### src/rtl/counter_ctrl.sv
// counter_ctrl: push-button front end for the 4-bit up/down counter.
// Synchronises and debounces the up, down and load buttons. It turns presses
// into one-cycle en/load pulses and auto-repeats steps while a direction
// button is held.
module counter_ctrl #(
  parameter int DB_LIMIT      = 250000,
  parameter int HOLD_CYCLES   = 25000000,
  parameter int REPEAT_CYCLES = 5000000,
  parameter int CNT_W         = 25
) (
  input  logic       clk,
  input  logic       reset,
  input  logic       btn_up,
  input  logic       btn_down,
  input  logic       btn_load,
  input  logic [3:0] sw_data,
  output logic       en,
  output logic       mode,
  output logic       load,
  output logic [3:0] data
);

  localparam int BTN_UP = 0;
  localparam int BTN_DN = 1;
  localparam int BTN_LD = 2;

  localparam logic [CNT_W-1:0] DB_MAX   = CNT_W'(DB_LIMIT - 1);
  localparam logic [CNT_W-1:0] HOLD_MAX = CNT_W'(HOLD_CYCLES - 1);
  localparam logic [CNT_W-1:0] REP_MAX  = CNT_W'(REPEAT_CYCLES - 1);

  typedef enum logic [1:0] {
    IDLE   = 2'd0,
    HOLD   = 2'd1,
    REPEAT = 2'd2
  } state_t;

  logic [2:0]       raw;
  logic [2:0]       lvl;
  logic [2:0]       lvl_prev;
  logic [2:0]       rise;

  state_t           state;
  logic [CNT_W-1:0] timer;
  logic             dir;
  logic             act_lvl;
  logic             opp_lvl;
  logic             abort;

  assign raw = {btn_load, btn_down, btn_up};

  // Per-button synchroniser and debouncer.
  for (genvar g = 0; g < 3; g++) begin : g_btn
    logic             sync_p0;
    logic             sync_p1;
    logic             db_lvl;
    logic [CNT_W-1:0] db_cnt;

    // Stage 0/1: two-flop synchroniser for the asynchronous pin.
    always_ff @(posedge clk or posedge reset) begin
      if (reset) begin
        sync_p0 <= 1'b0;
        sync_p1 <= 1'b0;
      end else begin
        sync_p0 <= raw[g];
        sync_p1 <= sync_p0;
      end
    end

    // Stage 2: accept a new level only after DB_LIMIT consecutive differing cycles.
    always_ff @(posedge clk or posedge reset) begin
      if (reset) begin
        db_cnt <= '0;
        db_lvl <= 1'b0;
      end else if (sync_p1 != db_lvl) begin
        if (db_cnt == DB_MAX) begin
          db_lvl <= sync_p1;
          db_cnt <= '0;
        end else begin
          db_cnt <= db_cnt + CNT_W'(1);
        end
      end else begin
        db_cnt <= '0;
      end
    end

    assign lvl[g] = db_lvl;
  end

  // Previous debounced levels, used to find rising edges.
  always_ff @(posedge clk or posedge reset) begin
    if (reset) begin
      lvl_prev <= 3'b000;
    end else begin
      lvl_prev <= lvl;
    end
  end

  assign rise = lvl & ~lvl_prev;

  // A held step is cancelled when its own button drops or the opposite one is pressed.
  assign act_lvl = dir ? lvl[BTN_UP] : lvl[BTN_DN];
  assign opp_lvl = dir ? lvl[BTN_DN] : lvl[BTN_UP];
  assign abort   = !act_lvl || opp_lvl;

  // Stage 3: step/load FSM with registered pulse outputs; load wins over any step.
  always_ff @(posedge clk or posedge reset) begin
    if (reset) begin
      state <= IDLE;
      timer <= '0;
      dir   <= 1'b1;
      en    <= 1'b0;
      mode  <= 1'b1;
      load  <= 1'b0;
      data  <= 4'h0;
    end else begin
      en   <= 1'b0;
      load <= 1'b0;
      if (rise[BTN_LD]) begin
        load  <= 1'b1;
        data  <= sw_data;
        state <= IDLE;
        timer <= '0;
      end else begin
        case (state)
          IDLE: begin
            timer <= '0;
            if (rise[BTN_UP] && !lvl[BTN_DN]) begin
              en    <= 1'b1;
              mode  <= 1'b1;
              dir   <= 1'b1;
              state <= HOLD;
            end else if (rise[BTN_DN] && !lvl[BTN_UP]) begin
              en    <= 1'b1;
              mode  <= 1'b0;
              dir   <= 1'b0;
              state <= HOLD;
            end
          end
          HOLD: begin
            if (abort) begin
              state <= IDLE;
              timer <= '0;
            end else if (timer == HOLD_MAX) begin
              en    <= 1'b1;
              mode  <= dir;
              timer <= '0;
              state <= REPEAT;
            end else begin
              timer <= timer + CNT_W'(1);
            end
          end
          REPEAT: begin
            if (abort) begin
              state <= IDLE;
              timer <= '0;
            end else if (timer == REP_MAX) begin
              en    <= 1'b1;
              mode  <= dir;
              timer <= '0;
            end else begin
              timer <= timer + CNT_W'(1);
            end
          end
          default: begin
            state <= IDLE;
            timer <= '0;
          end
        endcase
      end
    end
  end

endmodule

### config.mk
export PLATFORM = sky130hd
export DESIGN_NAME = counter_ctrl
export DESIGN_NICKNAME = d
export VERILOG_FILES = /design/src/rtl/counter_ctrl.sv
export SDC_FILE = /design/constraint.sdc
export NUM_CORES = 1
export LEC_CHECK = 0
export CORE_ASPECT_RATIO = 0.9
export CORE_MARGIN = 3
export CORE_UTILIZATION = 60
export DETAILED_ROUTE_END_ITERATION = 10
export PLACE_DENSITY = 0.85
export SLEW_MARGIN = 0
export SYNTH_ARGS = -nofsm -noshare
export SYNTH_HDL_FRONTEND = slang
export SYNTH_SLANG_ARGS = --single-unit
### constraint.sdc
create_clock -name clk -period 4.5 [get_ports clk]
set_input_delay 0.9 -clock clk [delete_from_list [all_inputs] [get_ports clk]]
set_output_delay 0.9 -clock clk [all_outputs]
set_load 0.05 [all_outputs]
**Word-level counts from Yosys, hierarchy flattened**

Cells that the tools add are included.

- Add/subtract/negate cells: 4
- Equality and inequality tests: 18
- Mux-type cells: 37
- Bitwise operators: 3
- Reductions and logical operators: 15

Operators with widths:

| operator | number |
|---|---|
| 25-bit two-way mux | 11 |
| 25-bit by 1-bit adder with 25-bit output (second input constant) | 4 |
| 25-bit by 18-bit equality test with 1-bit output (second input constant) | 3 |
| 25-bit one-hot mux with 2 select lines | 1 |
| 25-bit by 23-bit equality test with 1-bit output (second input constant) | 1 |
| 25-bit equality test (second input constant) | 1 |
| 1-bit two-way mux | 16 |
| 2-bit two-way mux | 6 |
| 2-bit inequality test (second input constant) | 4 |
| 4-bit inequality test (second input constant) | 2 |
| 7-bit AND reduction | 1 |
| 3-bit inequality test (second input constant) | 2 |
| 1-bit one-hot mux with 3 select lines | 2 |
| 2-bit one-hot mux with 3 select lines | 1 |
| 2-bit AND reduction | 3 |
| 3-bit AND reduction | 2 |
| 3-bit AND | 1 |
| 1-bit logical NOT | 3 |
| 1-bit inequality test | 3 |
| 3-bit inverter | 1 |
| 3-bit nonzero test | 1 |
| 2-bit by 1-bit equality test with 1-bit output (second input constant) | 1 |
| 2-bit equality test (second input constant) | 1 |
| 1-bit logical AND | 2 |
| 4 further kinds | 4 |

- Register bits: 122
- Input port bits: 9
- Output and inout port bits: 7
- Logic and storage cells: 97

**Longest topological paths before layout**

- Depth after elaboration: 7
- Mapped depth: 8
- Gate-level depth less buffers: 7

**Least setup slack after synthesis**

No wires, ideal clock.

- Path kind: register -> register
- Start point: register timer[17]
- End point: register mode
- Library setup time: 0.085 ns
- Arrival time: 1.964 ns
- Data required time: 4.415 ns
- Path slack: 2.451 ns
- Cell stages (with the launch flop): 6
- Path buffers: 0
- Clock period less this slack: 2.049 ns
- Path through: dfrtp_1 -> or4_1 -> or4_4 -> nor3b_2 -> o2111ai_1 -> mux2_1

- Longest elaborated chain between the ends: 3
- Elaborated cells between the ends (all ways): 5
- Classes of those cells: 4 x eq/ne; 1 x reduce/logical

RTL lines:

| what | line | RTL |
|---|---|---|
| start: declaration | 43 | `logic [CNT_W-1:0] timer;` |
| start signal: assignment | 149 | `timer <= timer + CNT_W'(1);` |
| start signal: assignment | 161 | `timer <= timer + CNT_W'(1);` |
| 25-bit by 23-bit equality test with 1-bit output or 25-bit equality test (tied branches) | 156, 143 |  |
| 2-bit inequality test (no line) | - |  |
| 7-bit AND reduction (no line) * | - |  |
| end signal: assignment | 145 | `mode <= dir;` |
| end signal: assignment | 158 | `mode <= dir;` |
| end: declaration | 18 | `output logic mode,` |

Mark *: on every way between the ends. The rest lies on a longest branch, timed or not.
A chain may end at the register's enable or synchronous reset.

**Final worst setup path**

- Start point: register mode
- End point: output mode

No word-level cell between the ends.

==> key figures <==
GRT
  – Global route overflow: 0
  – GRT Util Overall: 24.8%
  – Initial antenna violation count: 0
  – Largest net degree at the start of global routing: 77
  – First-pass GRT wire length: 21200 um
  – Vias in the first global route: 4497

Clock tree
  – Post-CTS Setup Bufs: 0
  – Clk buf depth: 2
  – Clock Latency Late Sink: 0.53 ns
  – Num CTS Buffers: 17
  – Resized cells post-CTS: 0
  – CTS tree: done
  – CTS Hold Bufs: 0
  – CTS clk-pin slew, worst paths: 0.06 ns
  – CTS sink count: 122
  – Root Buffer: clkbuf_8
  – Htree depth: 4

Setup path
  – Setup CP Type: flip-flop to output pin
  – Critical path's slowest cell: clkdlybuf4s50_1
  – Worst path buffer plus inverter count: 1
  – CP Capture Type: output pin
  – CP startpoint kind: flip-flop
  – Largest fanout on the critical path: 2
  – Worst Path Arrival: 1.85 ns
  – R2R setup slack: 2.12 ns
  – Crit path required time: 3.60 ns
  – CP cell instances: clkdlybuf4s50_1
  – CP delay by family, top: buffers and inverters
  – Max incr delay on CP: 0.79 ns

Timing
  – Fin crit share: 61.1%
  – Min Tclk post-route: 2.75 ns
  – Hold Fails Final Rpt: 0
  – Setup-failing EPs final: 0
  – Rel. slew slack: 33.6%
  – Setup tns final: 0 ns
  – Worst Max-Slew Pin Slew: 0.988 ns
  – RSZ-0062 raised after global routing: no
  – Clock skew: 0.00993 ns
  – Fmax: 364 MHz
  – Final slew viol count: 0

Detailed routing
  – Vias: 4336
  – Detailed Routing Iterations Pass 1: 5
  – Post-Route WL: 12200 um
  – Post-DR vias/cell: 5.77
  – Routed Antenna Nets: 0
  – Iteration-0 DRC Markers: 254
  – WL/cell: 16.2 um
  – Remaining DRCs: 0

Floorplan
  – Core footprint: 9290 um^2
  – Die Area: 11000 um^2
  – Site Rows: 33
  – I/O Pins: 16
  – DIE WIDTH: 110 um
  – Die height: 99.7 um
  – Initial Utilization: 63.1%

Logic synthesis
  – Commonest cells post-synth: nor2_1 (126), dfrtp_1 (120), nand2_1 (52)
  – Post-Syn Nets: 614
  – Primary FF master, synth: dfrtp_1
  – Post-synth EDFFs: 0
  – Most frequent cell after synthesis: nor2_1
  – Area of the mapped netlist: 5860 um^2
  – Top-area cell type share of the netlist area: 51.3%
  – Ys Warns: 0
  – Cell type with the largest total area after synthesis: dfrtp_1
  – Syn Area/Cell: 9.83 um^2
  – Asr flop ratio synth: 100%
  – Library cells used by synthesis: 47
  – Post-Synthesis Cells: 596
  – Sequential share of the synthesized area: 52.2%
  – Area contributors post-synth: dfrtp_1 (51%), nor2_1 (8.1%), xor2_1 (7.5%), xnor2_1 (6.7%), nand2_1 (3.3%)
  – FF+latch count, synth: 122

Layout
  – Area growth, synth to finish: 13.5%
  – Post-layout nets: 635
  – Antenna Cells: 0
  – Fill count: 652
  – Reg area: 3060 um^2
  – Share of cells above drive strength 1: 7.62%
  – Fin cells: 752
  – Final core occ: 71.5%
  – Multi-input gate area: 2670 um^2

Place
  – Placed Cells incl. Taps: 720
  – Detailed placement HPWL: 7830 um
  – Final GP Congestion: 0.840
  – IO buf count: 15

Power and ir drop
  – VDD IR max: 455 uV
  – Leakage: 0.00276 uW
  – Power Dens Cells: 361 nW/um^2

Run
  – MaxCap Viol Count: 0

Min path
  – Hold Path Class: flip-flop to flip-flop

Status
  – Outcome: complete, no violations
[final cells by class]
class	instances	share of cell area, %
flip-flops and latches	122	46.0
multi-input cells	444	40.2
clock buffers	24	6.93
repair buffers	16	2.56
well taps	122	2.30
clock inverters	8	1.09
inverters	16	0.941
[worst paths after layout]
kind | cells after the start | to | start
setup / recovery | 1 | mode | mode
hold / removal | 0 | g_btn[0].sync_p1 | g_btn[0].sync_p0
setup reg to reg | 6 | timer[17] | timer[0]
hold reg to reg | 0 | g_btn[0].sync_p1 | g_btn[0].sync_p0
max in group asynchronous | 3 | g_btn[1].sync_p1 | reset
min in group asynchronous | 2 | g_btn[2].db_cnt[10] | reset
[layer usage]
metal  GRT usage [%]  up-vias  wire (um)
met5               0        -          0
met4            10.3        0        283
met3            6.42       28        474
met2            40.1      109       6090
met1            31.8     2140       5320
li1                -     2059          -
[stage by stage]
| step | worst slack, ns | instance area [um^2] | total power [uW] | hold slack [ns] |
|---|---|---|---|---|
| after floorplan | 0.361 | 5860 | 1170 | 0.331 |
| after global placement | 2.22 | 6110 | 1190 | 0.342 |
| after detailed placement | 2.19 | 6110 | 1190 | 0.343 |
| after CTS | 1.73 | 6650 | 2410 | 0.355 |
| after global routing | 1.71 | 6650 | 2480 | 0.363 |
| final | 1.75 | 6650 | 2400 | 0.353 |
[registers in the layout, summed over array words and instances, names as in the netlist, 2 cells and up]
signal / count
g_btn.sync_p1: 3
data: 4
g_btn.db_cnt: 75
g_btn.db_lvl: 3
state: 2
lvl_prev: 3
timer: 25
g_btn.sync_p0: 3
[cells by family (layout without fill, tap and decap cells)]
group | count (synthesis) | after routing | synth area share [%]
AND/OR/NAND/NOR | 317 | 317 | 26.6
flip-flops | 122 | 122 | 52.2
XOR/XNOR | 95 | 95 | 14.2
buffers and inverters | 30 | 64 | 2.22
AO/OA/AOI/OAI | 19 | 19 | 2.16
adder cells (fa/ha/maj) | 9 | 9 | 1.92
multiplexers | 4 | 4 | 0.769
[cell usage in the layout, fill, tap and decap left out, types with 3 or more instances in the layout]
master and instances:
nand2_1 52, ha_1 9, and4_1 9, clkbuf_16 16
clkinv_2 4, nor3_1 17, nand2b_1 3, and2_1 3
inv_1 14, nand3_1 38, nand4_1 24, nor2_1 126
and3_1 10, nor4b_1 5, clkbuf_1 5, mux2_2 3
xor2_1 50, clkdlybuf4s50_1 15, clkbuf_8 3, or2_2 4
o21ai_0 5, dfrtp_1 120, or4_1 4, nor4_1 9
xnor2_1 45, clkinvlp_4 3
[power breakdown]
part,switching [uW],internal (uW)
Combinational,38.1,16.1
Clock,470,756
Sequential,8.77,1110
(Power assumes the default switching activity.)
